--- src/rtl/serial_subtractor_pkg.sv ---
// ----------------------------------------------------------------------------
// serial_subtractor_pkg
//   Shared definitions for the bit-serial subtractor:
//     - state_t    : controller state encoding (IDLE, SHIFT, DONE)
//     - cnt_width  : width of the bit counter for a given operand width
// ----------------------------------------------------------------------------
package serial_subtractor_pkg;

    typedef enum logic [1:0] {
        ST_IDLE  = 2'd0,
        ST_SHIFT = 2'd1,
        ST_DONE  = 2'd2
    } state_t;

    localparam int DEFAULT_WIDTH = 8;

    // The counter must be able to hold 0..WIDTH-1; WIDTH+1 keeps WIDTH=1
    // at a legal one-bit counter.
    function automatic int cnt_width(input int width);
        return (width < 1) ? 1 : $clog2(width + 1);
    endfunction

endpackage

--- src/rtl/full_subtractor.sv ---
// ----------------------------------------------------------------------------
// full_subtractor
//   Purely combinational 1-bit full subtractor cell: a - b - bin.
//   Ports:
//     a    in  1  minuend bit
//     b    in  1  subtrahend bit
//     bin  in  1  borrow in
//     d    out 1  difference bit
//     bout out 1  borrow out
// ----------------------------------------------------------------------------
module full_subtractor (
    input  logic a,
    input  logic b,
    input  logic bin,
    output logic d,
    output logic bout
);

    assign d    = a ^ b ^ bin;
    // Borrow when b exceeds a, or when they are equal and a borrow comes in.
    assign bout = (~a & b) | (~(a ^ b) & bin);

endmodule

--- src/rtl/serial_subtractor.sv ---
// ----------------------------------------------------------------------------
// serial_subtractor
//   Bit-serial WIDTH-bit subtractor computing diff = a - b - bin, one bit
//   per clock, LSB first, with a start/busy/done handshake.
//   Optional feature macro: SERIAL_SUB_OVF_EN adds the signed-overflow
//   output ovf.
//   Ports:
//     clk    in   1      clock, rising edge
//     rst_n  in   1      asynchronous active-low reset
//     start  in   1      request, honoured only when not busy
//     a      in   WIDTH  minuend, captured on accepted start
//     b      in   WIDTH  subtrahend, captured on accepted start
//     bin    in   1      borrow in, captured on accepted start
//     busy   out  1      high while bits are being shifted
//     done   out  1      one-cycle pulse when diff/bout are fresh
//     diff   out  WIDTH  a - b - bin mod 2^WIDTH, held until next result
//     bout   out  1      final borrow (a < b + bin, unsigned)
//     ovf    out  1      signed overflow (only with SERIAL_SUB_OVF_EN)
// ----------------------------------------------------------------------------
module serial_subtractor
    import serial_subtractor_pkg::*;
#(
    parameter int WIDTH = DEFAULT_WIDTH
) (
    input  logic             clk,
    input  logic             rst_n,
    input  logic             start,
    input  logic [WIDTH-1:0] a,
    input  logic [WIDTH-1:0] b,
    input  logic             bin,
    output logic             busy,
    output logic             done,
    output logic [WIDTH-1:0] diff,
    output logic             bout
`ifdef SERIAL_SUB_OVF_EN
    ,
    output logic             ovf
`endif
);

    localparam int               CNT_W    = cnt_width(WIDTH);
    localparam logic [CNT_W-1:0] CNT_LAST = CNT_W'(WIDTH - 1);
    localparam logic [CNT_W-1:0] CNT_ONE  = CNT_W'(1);

    state_t           state_reg;
    state_t           state_next;
    logic             accept;
    logic             last_shift;

    logic [WIDTH-1:0] a_reg;
    logic [WIDTH-1:0] b_reg;
    logic [WIDTH-1:0] res_reg;
    logic [WIDTH-1:0] res_next;
    logic             br_reg;
    logic [CNT_W-1:0] cnt_reg;

    logic             cell_d;
    logic             cell_bo;

    // ------------------------------------------------------------------
    // The single subtractor cell works on the current LSBs and the
    // registered borrow.
    // ------------------------------------------------------------------
    full_subtractor u_cell (
        .a    (a_reg[0]),
        .b    (b_reg[0]),
        .bin  (br_reg),
        .d    (cell_d),
        .bout (cell_bo)
    );

    // New difference bits enter at the MSB so that after WIDTH shifts the
    // LSB-first stream lines up with bit 0.
    generate
        if (WIDTH == 1) begin : g_res_w1
            assign res_next = cell_d;
        end else begin : g_res_wn
            assign res_next = {cell_d, res_reg[WIDTH-1:1]};
        end
    endgenerate

    // ------------------------------------------------------------------
    // Controller
    // ------------------------------------------------------------------
    always_ff @(posedge clk or negedge rst_n) begin
        if (!rst_n) begin
            state_reg <= ST_IDLE;
        end else begin
            state_reg <= state_next;
        end
    end

    always_comb begin
        state_next = state_reg;
        accept     = 1'b0;
        busy       = 1'b0;
        done       = 1'b0;
        last_shift = 1'b0;
        case (state_reg)
            ST_IDLE: begin
                if (start) begin
                    accept     = 1'b1;
                    state_next = ST_SHIFT;
                end
            end
            ST_SHIFT: begin
                busy = 1'b1;
                if (cnt_reg == CNT_LAST) begin
                    last_shift = 1'b1;
                    state_next = ST_DONE;
                end
            end
            ST_DONE: begin
                done = 1'b1;
                // A start here chains the next operation without an idle gap.
                if (start) begin
                    accept     = 1'b1;
                    state_next = ST_SHIFT;
                end else begin
                    state_next = ST_IDLE;
                end
            end
            default: begin
                state_next = ST_IDLE;
            end
        endcase
    end

    // ------------------------------------------------------------------
    // Datapath. The result is assembled in res_reg and only copied to the
    // visible outputs on the last shift, so diff/bout stay stable while a
    // new operation is in flight.
    // ------------------------------------------------------------------
    always_ff @(posedge clk or negedge rst_n) begin
        if (!rst_n) begin
            a_reg   <= '0;
            b_reg   <= '0;
            res_reg <= '0;
            br_reg  <= 1'b0;
            cnt_reg <= '0;
            diff    <= '0;
            bout    <= 1'b0;
        end else if (accept) begin
            a_reg   <= a;
            b_reg   <= b;
            res_reg <= '0;
            br_reg  <= bin;
            cnt_reg <= '0;
        end else if (state_reg == ST_SHIFT) begin
            a_reg   <= a_reg >> 1;
            b_reg   <= b_reg >> 1;
            res_reg <= res_next;
            br_reg  <= cell_bo;
            cnt_reg <= cnt_reg + CNT_ONE;
            if (last_shift) begin
                diff <= res_next;
                bout <= cell_bo;
            end
        end
    end

`ifdef SERIAL_SUB_OVF_EN
    // Operand sign bits are kept aside because the shift registers have
    // consumed them by the time the result is complete. On the last shift
    // cell_d is the result sign bit.
    logic a_msb_reg;
    logic b_msb_reg;

    always_ff @(posedge clk or negedge rst_n) begin
        if (!rst_n) begin
            a_msb_reg <= 1'b0;
            b_msb_reg <= 1'b0;
            ovf       <= 1'b0;
        end else if (accept) begin
            a_msb_reg <= a[WIDTH-1];
            b_msb_reg <= b[WIDTH-1];
        end else if (last_shift) begin
            ovf <= (a_msb_reg != b_msb_reg) && (cell_d != a_msb_reg);
        end
    end
`endif

endmodule
--- config.mk ---
export PLATFORM = sky130hd
export DESIGN_NAME = serial_subtractor
export DESIGN_NICKNAME = d
export VERILOG_FILES = /design/src/rtl/serial_subtractor_pkg.sv /design/src/rtl/full_subtractor.sv /design/src/rtl/serial_subtractor.sv
export SDC_FILE = /design/constraint.sdc
export NUM_CORES = 1
export LEC_CHECK = 0
export CORE_MARGIN = 10
export CORE_UTILIZATION = 35
export CTS_BUF_LIST = sky130_fd_sc_hd__clkbuf_4 sky130_fd_sc_hd__clkbuf_8
export DETAILED_ROUTE_END_ITERATION = 7
export PLACE_DENSITY = 0.56
export SYNTH_ARGS = -nofsm -noshare
export SYNTH_HDL_FRONTEND = slang
export SYNTH_SLANG_ARGS = --single-unit
--- constraint.sdc ---
create_clock -name clk -period 1.4 [get_ports clk]
set_input_delay 0.28 -clock clk [delete_from_list [all_inputs] [get_ports clk]]
set_output_delay 0.28 -clock clk [all_outputs]
set_load 0.02 [all_outputs]
Word level (Yosys, flattened, before mapping):

Index checks and enable logic that the tools add are counted.

* $add $sub $neg: 1
* eq/ne operators: 5
* mux-type cells: 20
* bitwise logic cells: 8
* reductions and logical operators: 5

Operators with widths (count)
* $mux 8: 6
* $mux 1: 9
* $mux 4: 2
* $pmux 2 s3: 1
* $add 4x1->4 const B: 1
* $eq 4x3->1 const B: 1
* $mux 2: 2
* $ne 2x2->1 const B: 2
* $not 1->1: 3
* $reduce_and 3->1: 1
* $and 1x1->1: 2
* $eq 2x1->1 const B: 1
* $eq 2x2->1 const B: 1
* $logic_not 2->1: 1
* $reduce_and 2->1: 1
* $reduce_bool 2->1: 1
* $reduce_or 2->1: 1
* $xor 1x1->1: 2
* $or 1x1->1: 1

* register bits: 40
* output and inout bits: 11

Longest topological paths before layout:

* word-level depth: 6
* mapped depth: 6
* depth with buffers taken out: 4

Modules after synthesis:

A second synthesis with hierarchy kept.

* cell total of the unflattened synthesis: 140
* area total of the unflattened synthesis: 1631.6 µm²

By module, submodules not included
* serial_subtractor: instances 1, cells each 136, area each 1600.3 µm², seq. area each 975.9 µm²
* full_subtractor: instances 1, cells each 4, area each 31.3 µm², seq. area each 0.0 µm²

Worst setup path before layout:

No wires, ideal clock.

* kind: register -> register
* from: reg state_reg[1]
* to: reg diff[0]
* library setup time: 0.125 ns
* arrival time: 1.341 ns
* required time: 1.275 ns
* slack: -0.066 ns
* cell stages (with the launch flop): 5
* cell sequence: dfrtp_1 > nand2b_1 > buf_6 > nor3_4 > mux2_2

* cells in the longest elaborated chain, start to end: 5

Ends and longest elaborated chain
* start, declared: RTL line serial_subtractor.sv:45 `state_t state_reg;`
* start signal, assigned: RTL line serial_subtractor.sv:89 `state_reg <= state_next;`
* $eq 2x2->1 or $logic_not 2->1 (tied branches): RTL line serial_subtractor.sv:99 `case (state_reg)`
* $reduce_or 2->1 (no source line)
* $mux 1
* $not 1->1 (no source line)
* $reduce_and 3->1 (no source line) (*)
* end signal, assigned: RTL line serial_subtractor.sv:156 `diff <= res_next;`
* end, declared: RTL line serial_subtractor.sv:33 `output logic [WIDTH-1:0] diff,`

Mark *: on every way between the ends. The rest lies on a longest branch, timed or not.
A chain may end at the register's enable or synchronous reset.

Final worst setup path:

* from: reg state_reg[1]
* to: reg diff[7]

The elaborated chain is that of the path after synthesis.

==> metrics.yaml <==
die_x_um: 88.0
worst_slew_pin_slew_ns: 0.371
syn_inst: 141
p_leak_nw: 1.03
track_usage_pct: 9.81
slew_headroom_pct: 75.2
drcViolationCount: 0
drtIter0Drc: 81
yosys_warnings: 0
yosysUniqueCellTypes: 24
synth_compound_area_share_pct: 12.7
grt_max_degree: 26
antenna_cells: 0
design_area_um2: 2200
cts_max_level: 2
regArea_um2: 976
cts_tree: "built"
ys_ff_latch: 39
placed_cells: 229
route.vias.total: 1183
status: "complete, but fails checks"
wl_per_cell_um: 15.4
drive_gt1_share_pct: 21.8
power_density_nw_per_um2: 2260
syn_nets: 163
synth_top_cell_by_area: "dfrtp_1"
io-pin-count: 31
rsz0062_at_grt: "true"
syn2layout_area_growth_pct: 36.0
finalCritPeriodShare_pct: 104
antenna_found_initial: 0
fin_worst_skew_ns: 0.00508
core_area_um2: 4410
fin_cells: 240
gr-total-overflow: 0
dieHeight_um: 88.0
vdd_drop_max_mv: 1.15
multiInputGateArea_um2: 594
synthAdderAreaFrac_pct: 2.01
crit_arrival_ns: 1.62
place_hpwl_mm: 2.64
dieArea_um2: 7750
crit_type: "register to register"
synth_area_leaders: "dfrtp_1 (60%), mux2_2 (6.3%), nand2_1 (5.8%), a22o_1 (5.4%), a31oi_1 (3.1%)"
synth_top_family_by_area: "simple AND/OR/NAND/NOR gates"
clk_latency_ns: 0.28
setup.worst_path.start_class: "register"
place.gp.congestion: 0.758
core.rowCount: 24
grt_pass1_wl_mm: 6.03
wl_mm: 3.70
root_buffer: "clkbuf_8"
yosysSeqAreaShare_pct: 60.2
synth-xor-area-share_pct: 0
cp.required_ns: 1.57
start_util_pct: 36.7
cts.clk_slew.worst_paths_ns: 0.07
finalCriticalPeriod_ns: 1.45
syn_avg_cell_area_um2: 11.5
setup_viol: 8
synth.mux.area_fraction_pct: 8.11
maxCapViolations: 0
cp-end-kind: "register"
setup_ws_ns: -0.0498
synthSimpleGateAreaFrac_pct: 13.3
clock.fmax_ghz: 0.690
final_net_count: 209
worstPathMaxFanout: 10
maxSlewViolCount: 0
syn_area_um2: 1620
fillers: 388
yosysTopAreaCellShare_pct: 60.2
ant_nets: 0
avgViaCountPerCell: 4.93
clockBufferDepth: 2
cts_num_sinks: 39
violations: "setup timing"
dpl_cell_area_um2: 2090
grt_pass1_vias: 1232
hp-class: "input port to asynchronous set/reset pin"
dr.pass1.iters: 4
holdWs_ns: 0.443
hold_viol: 0
cts-buffers-inserted: 5
numPortBuffers: 30
[stage by stage]
stage | setup slack, ns | utilization (%) | power, mW | TNS, ns
after floorplan | -0.0656 | - | 3.33 | -0.525
after global placement | -0.119 | 47.3 | 4.22 | -2.21
after detailed placement | -0.142 | 47.3 | 4.28 | -2.44
after CTS | -0.0626 | 50.1 | 5.04 | -0.513
after global routing | -0.103 | 49.9 | 5.36 | -0.777
final | -0.0498 | 49.9 | 4.98 | -0.336
[cells in the final DEF (no fill, tap or decap), types with 2 or more instances in the layout]
| cell | n |
|---|---|
| o21ai_0 | 2 |
| dfrtp_1 | 39 |
| a221o_1 | 2 |
| buf_12 | 3 |
| buf_6 | 2 |
| clkbuf_8 | 5 |
| a22oi_1 | 5 |
| mux2_2 | 9 |
| clkdlybuf4s50_1 | 18 |
| buf_4 | 11 |
| nand2_1 | 25 |
| a22o_1 | 10 |
| a31oi_1 | 8 |
| inv_1 | 3 |
| nor2_1 | 9 |
| mux2i_1 | 3 |
| buf_2 | 3 |
| clkbuf_4 | 2 |
| nand3_1 | 6 |
| dlygate4sd2_1 | 9 |
[path summary, 6_finish.rpt]
| check | slack [ns] | cells past startpoint | from | to |
|---|---|---|---|---|
| max in group asynchronous | 0.51 | 3 | rst_n | diff[2] |
| min in group clk | 0.50 | 2 | b_reg[1] | b_reg[1] |
| worst min-delay path | 0.44 | 2 | rst_n | bout |
| worst max register to register | -0.05 | 5 | state_reg[1] | diff[7] |
| worst min register to register | 0.50 | 2 | b_reg[1] | b_reg[1] |
| worst max-delay path | -0.05 | 5 | state_reg[1] | diff[7] |
[synth_stat cells]
| master | n |
|---|---|
| nand3_1 | 6 |
| inv_2 | 1 |
| mux2i_1 | 3 |
| buf_6 | 1 |
| nor2_1 | 10 |
| nand2_1 | 25 |
| and2b_1 | 1 |
| nand2b_1 | 2 |
| dfrtp_1 | 39 |
| a22oi_1 | 5 |
| nand4_1 | 1 |
| fa_1 | 1 |
| a221o_1 | 2 |
| o21ai_0 | 2 |
| mux2_2 | 9 |
| a31oi_1 | 8 |
| nor3_1 | 1 |
| a22o_1 | 10 |
| inv_1 | 3 |
| ha_1 | 1 |
| clkbuf_1 | 5 |
| nor3_4 | 1 |
| buf_2 | 3 |
| nor2b_1 | 1 |
[timing repair]
item,in CTS,in global routing
endpoints found under the hold margin,14,0
setup endpoints to repair,31,21
resized for setup,19,4
hold buffers,1,0
setup buffers,2,0
[final cells by class]
| class | count | share of cell area (%) |
|---|---|---|
| clock buffers | 7 | 3.80 |
| well taps | 52 | 2.95 |
| multi-input cells | 89 | 27.0 |
| flip-flops and latches | 39 | 44.3 |
| inverters | 4 | 0.681 |
| repair buffers | 48 | 21.1 |
| clock inverters | 1 | 0.227 |
[critical path: stages, from the launching register on]
cell	delay (ns)
dfrtp_1	0.38
nand2b_4	0.15
buf_6	0.12
nor3_4	0.19
buf_12	0.16
mux2_2	0.33
[kinds of logic after synthesis]
family          Yosys count
simple gates             48
flops                    39
compound gates           27
buf+inv                  13
mux                      12
fa+ha+maj                 2
[per-layer routing]
metal	global-route usage [%]	share of wire [%]	vias up
met5	0	0	-
met2	15.3	48	19
met4	3.00	1.2	0
met3	3.90	4.4	6
met1	12.2	46	577
li1	-	-	581
[where the power goes]
part / switching (mW) / total [mW] / internal, mW / leakage, nW
clock network: 0.365 / 0.753 / 0.388 / 0.0491
registers: 0.312 / 1.97 / 1.66 / 0.485
logic: 1.12 / 2.26 / 1.13 / 0.500
total: 1.80 / 4.98 / 3.18 / 1.03
(Power assumes the default switching activity.)
==> edit 1, RTL diff (config.mk and constraints unchanged) <==
Set the package constant `DEFAULT_WIDTH` to 12 (it was 8).
--- a/src/rtl/serial_subtractor_pkg.sv
+++ b/src/rtl/serial_subtractor_pkg.sv
@@ -12,7 +12,7 @@
         ST_DONE  = 2'd2
     } state_t;
 
-    localparam int DEFAULT_WIDTH = 8;
+    localparam int DEFAULT_WIDTH = 12;
 
     // The counter must be able to hold 0..WIDTH-1; WIDTH+1 keeps WIDTH=1
     // at a legal one-bit counter.
Ports: changed (resized a, b and diff); port bits go from 31 to 43. The function was not compared with the original's and may differ.
==> edit 1 against the original RTL <==
- the flow still finishes with violations (negative setup slack)
- area after synthesis is 43% higher
- sequential cell count is 16 higher
- clock skew is 1.5 ps higher
- non-clock buffer count is 17 higher
- routed wire length is 38% higher
- global-route usage is 0.16 points lower
- worst setup slack worse by 20 ps
- total power is 28% higher
- cell area is 39% higher
- hold slack better by 39 ps
- critical endpoint is now diff[11]
- largest cell class unchanged
==> edit 1: results (changes against the original RTL) <==
metric,value,unit,change
status,finished with violations,,unchanged
failing checks,negative setup slack,,unchanged
post-synthesis mux area share,8.01,%,was 8.11%
largest net degree at the start of global routing,56,,was 26
GRT Overall Usage,9.65,%,was 9.81%
first-pass GRT wire length,8020,µm,was 6030 µm
DP Worst Slack,-181,ps,was -142 ps
Worst Hold Class,reg2reg,,was in2async
Synth Area in XOR/XNOR,0.379,%,was 0%
cell leakage power,1.44,nW,was 1.03 nW
setup violators final,13,,was 8
share of layout cells above drive strength 1,20.9,%,was 21.8%
"Avg Cell Area, Syn",11.3,µm²,was 11.5 µm²
placed inst area,2890,µm²,was 2090 µm²
port bufs,42,,was 30
"Clk Latency, worst-skew pair",310,ps,was 280 ps
Post-Syn Nets,235,,was 163
FILL cells,616,,was 388
fraction of the mapped netlist area in adder cells,1.41,%,was 2.01%
Setup WS post-layout,-70.3,ps,was -49.8 ps
Layout non-clock buf frac,20.0,%,was 21.1%
post-synthesis compound-gate area fraction,12.4,%,was 12.7%
Synth area leaders,"dfrtp_1 60%, nand2_1 6.3%, a22o_1 5.3%, mux2_4 5.2%, a31oi_1 4.9%",,"was dfrtp_1 60%, mux2_2 6.3%, nand2_1 5.8%, a22o_1 5.4%, a31oi_1 3.1%"
Synth cell types,30,,was 24
vias post-DR,1671,,was 1183
fin nets,292,,was 209
sequential share of cell area,45.0,%,was 44.3%
Plain + repair buffers,65,,was 48
Slew headroom,80.5,%,was 75.2%
ClkCell Share,2.90,%,was 4.03%
clk_skew,6.62,ps,was 5.08 ps
Post-synth top cells,"55 x dfrtp_1, 39 x nand2_1, 21 x nor2_1",,"was 39 x dfrtp_1, 25 x nand2_1, 10 x a22o_1, 10 x nor2_1, 9 x mux2_2"
initial detailed-routing violation count,98,,was 81
register area share after synthesis,59.6,%,was 60.2%
==> edit 1: per-stage QoR <==
step,total power [mW],utilization (%)
global placement,5.42,45.3
finish,6.40,48.0
detailed placement,5.48,45.3
floorplan,4.45,-
CTS,6.28,46.5
global route,6.89,48.0
==> edit 1: power by group through the flow <==
| stage | Sequential (mW) | Clock, mW | Combinational [mW] |
|---|---|---|---|
| after global placement | 2.75 | 0 | 2.67 |
| after detailed placement | 2.77 | 0 | 2.71 |
| after global routing | 2.85 | 0.984 | 3.05 |
| after floorplan | 2.86 | 0 | 1.60 |
| final | 2.75 | 0.899 | 2.75 |
| after CTS | 2.74 | 0.926 | 2.61 |
==> edit 1: repair_timing <==
action / 4_1_cts / 5_1_grt
hold buffers: 1 / 0
gates cloned: 0 / 1
setup endpoints to repair: 43 / 31
resized for setup: 22 / 17
endpoints found under the hold margin: 55 / 0
buffers inserted: 0 / 4
pin swaps: 0 / 2
==> edit 1: path summary, 6_finish.rpt <==
path,from,end,depth (start not counted),slack [ps]
worst min register to register,cnt_reg[3],cnt_reg[3],1,480
worst max register to register,cnt_reg[1],diff[11],4,-70
min in group asynchronous,rst_n,res_reg[5],3,500
max in group asynchronous,rst_n,state_reg[0],3,650
worst min-delay path,cnt_reg[3],cnt_reg[3],1,480
worst max-delay path,cnt_reg[1],diff[11],4,-70
==> edit 1: layer usage <==
metal | global-route usage (%) | vias to the layer above | part of all wire, %
met3 | 4.02 | 4 | 7.2
met1 | 13.0 | 806 | 49
met2 | 14.0 | 43 | 43
li1 | - | 818 | -
met5 | 0 | - | 0
met4 | 2.25 | 0 | 0.71
==> edit 1: worst max-delay path: cells and delay by family (launching register included) <==
family,cells,cell delay [ps]
simple gates,2,480
fa+ha+maj,1,190
mux,1,310
flops,1,370
==> edit 2, RTL diff (config.mk and constraints unchanged) <==
Made on the original files. Re-encode `state_t` (3 states) as one-hot, 3 bits wide.
--- a/src/rtl/serial_subtractor_pkg.sv
+++ b/src/rtl/serial_subtractor_pkg.sv
@@ -6,10 +6,10 @@
 // ----------------------------------------------------------------------------
 package serial_subtractor_pkg;
 
-    typedef enum logic [1:0] {
-        ST_IDLE  = 2'd0,
-        ST_SHIFT = 2'd1,
-        ST_DONE  = 2'd2
+    typedef enum logic [2:0] {
+        ST_IDLE  = 3'b001,
+        ST_SHIFT = 3'b010,
+        ST_DONE  = 3'b100
     } state_t;
 
     localparam int DEFAULT_WIDTH = 8;
Behaviour: same outputs for any inputs over 10 cycles, from zero or initial values and one cycle with rst_n low; not proved beyond that.
==> edit 2 against the original RTL <==
- the run still ends with negative setup slack left
- area after synthesis rose by 11%
- largest power group unchanged
- sequential cell count increased by 1
- cell area rose by 21%
- total power shrank 13%
- worst setup slack got worse by 330 ps
- critical path type unchanged
- clock power down 1%
- first-iteration DRC count fell by 88%
- routed wire length rose by 8.9%
- via count is 6.6% higher
==> edit 2: results (changes against the original RTL) <==
metric,value,unit,change
total routed wirelength,4030,µm,was 3700 µm
post-synthesis compound-gate area fraction,3.63,%,was 12.7%
Synth area leaders,"dfrtp_1 54%, mux2_2 23%, nand2_1 4.2%, a21oi_1 2.8%, mux2i_1 2.2%",,"was dfrtp_1 60%, mux2_2 6.3%, nand2_1 5.8%, a22o_1 5.4%, a31oi_1 3.1%"
Critical Path Fanout Max,8,,was 10
cells resized by post-CTS repair,25,,was 19
post-synthesis mux area share,25.5,%,was 8.11%
antenna violations before repair,0,,unchanged
status,finished with violations,,unchanged
failing checks,negative setup slack,,unchanged
register area share after synthesis,55.9,%,was 60.2%
Max IR drop VDD,0.643,mV,was 1.15 mV
"CTS clk-pin slew, worst paths",80,ps,
Setup Buffers After CTS,2,,unchanged
Power per Cell Area,1630,nW/µm²,was 2260 nW/µm²
vias per std cell,4.72,,was 4.93
"Clk Latency, worst-skew pair",290,ps,
GRT Overall Usage,8.96,%,was 9.81%
DP HPWL,2600,µm,was 2640 µm
H-tree Lvls,2,,unchanged
Max Slew Vio Count,0,,unchanged
Post-Syn Nets,164,,was 163
Seq group,1.65,mW,was 1.97 mW
fin nets,222,,was 209
Synth Area in XOR/XNOR,0.977,%,was 0%
cell leakage power,1.25,nW,was 1.03 nW
Synth warnings,0,,unchanged
Worst Hold Class,in2async,,unchanged
WP data arrival,1950,ps,was 1620 ps
CTS buffer count,5,,unchanged
measured slew at the worst slew-check pin,398,ps,was 371 ps
Async SR Flop Fraction,100,%,unchanged
clk pwr,744,µW,was 753 µW
port bufs,30,,unchanged
CTS Hold Bufs,1,,unchanged
Synth cell types,24,,unchanged
largest net degree at the start of global routing,27,,was 26
first-pass GRT wire length,6080,µm,was 6030 µm
clk_skew,6.67,ps,was 5.08 ps
Setup WS post-layout,-375,ps,was -49.8 ps
Int Power,3.07,mW,was 3.18 mW
# diodes,0,,unchanged
deepest clock path buffer count,2,,unchanged
Post-synth top cells,"39 x dfrtp_1, 37 x mux2_2, 20 x nand2_1",,"was 39 x dfrtp_1, 25 x nand2_1, 10 x a22o_1, 10 x nor2_1, 9 x mux2_2"
gpl congestion,0.747,,was 0.758
setup violators final,42,,was 8
Root Buffer,clkbuf_8,,unchanged
share of layout cells above drive strength 1,44.5,%,was 21.8%
initial detailed-routing violation count,10,,was 81
final setup TNS,-10460,ps,was -336 ps
Initial DRT Pass Iterations,4,,unchanged
fraction of the mapped netlist area in adder cells,1.81,%,was 2.01%
==> edit 2: layout make-up <==
cell class              count  area [µm²]
repair buffers             58         648
flip-flops and latches     40        1000
clock inverters             1        5.00
multi-input cells          88         822
well taps                  67        83.8
fillers                   400        2180
inverters                   7        28.8
clock buffers               6        76.3
==> edit 2: worst paths after layout <==
check                              from         end  slack [ps]  cells after the start
max                        state_reg[2]     diff[5]        -380                      5
min                               rst_n     diff[0]         440                      2
max reg2reg                state_reg[2]     diff[5]        -380                      5
min reg2reg                     diff[7]     diff[7]         510                      1
max in group asynchronous         rst_n  res_reg[5]         490                      3
min in group clk                diff[7]     diff[7]         510                      1
==> edit 2: cells by family after synthesis <==
| kind of cell | Yosys count |
|---|---|
| AO/OA/AOI/OAI | 13 |
| multiplexers | 41 |
| AND/OR/NAND/NOR | 30 |
| XOR/XNOR | 2 |
| flip-flops | 40 |
| buffers and inverters | 14 |
| adder cells (fa/ha/maj) | 2 |
==> edit 2: worst max-delay path: stages (launching register included) <==
cell	delay, ps
dfrtp_1	390
or3b_4	430
buf_12	150
nor3_4	220
buf_12	170
mux2_4	300
==> edit 2: per-stage QoR <==
| step | instances | area, µm² | setup slack [ps] |
|---|---|---|---|
| after floorplan | 142 | 1800 | -185 |
| after global placement | 244 | 2280 | -308 |
| after detailed placement | 244 | 2280 | -340 |
| after CTS | 255 | 2430 | -331 |
| after global routing | 267 | 2670 | -415 |
| final | 267 | 2670 | -375 |
==> edit 2: metal layers <==
metal / part of all wire, % / GRT usage, % / up-vias / wire length, µm
met5: 0 / 0 / - / 0
met2: 48 / 14.5 / 31 / 1930
li1: - / - / 595 / -
met3: 7.2 / 4.61 / 8 / 290
met4: 1.3 / 3.13 / 0 / 51
met1: 44 / 9.87 / 627 / 1760
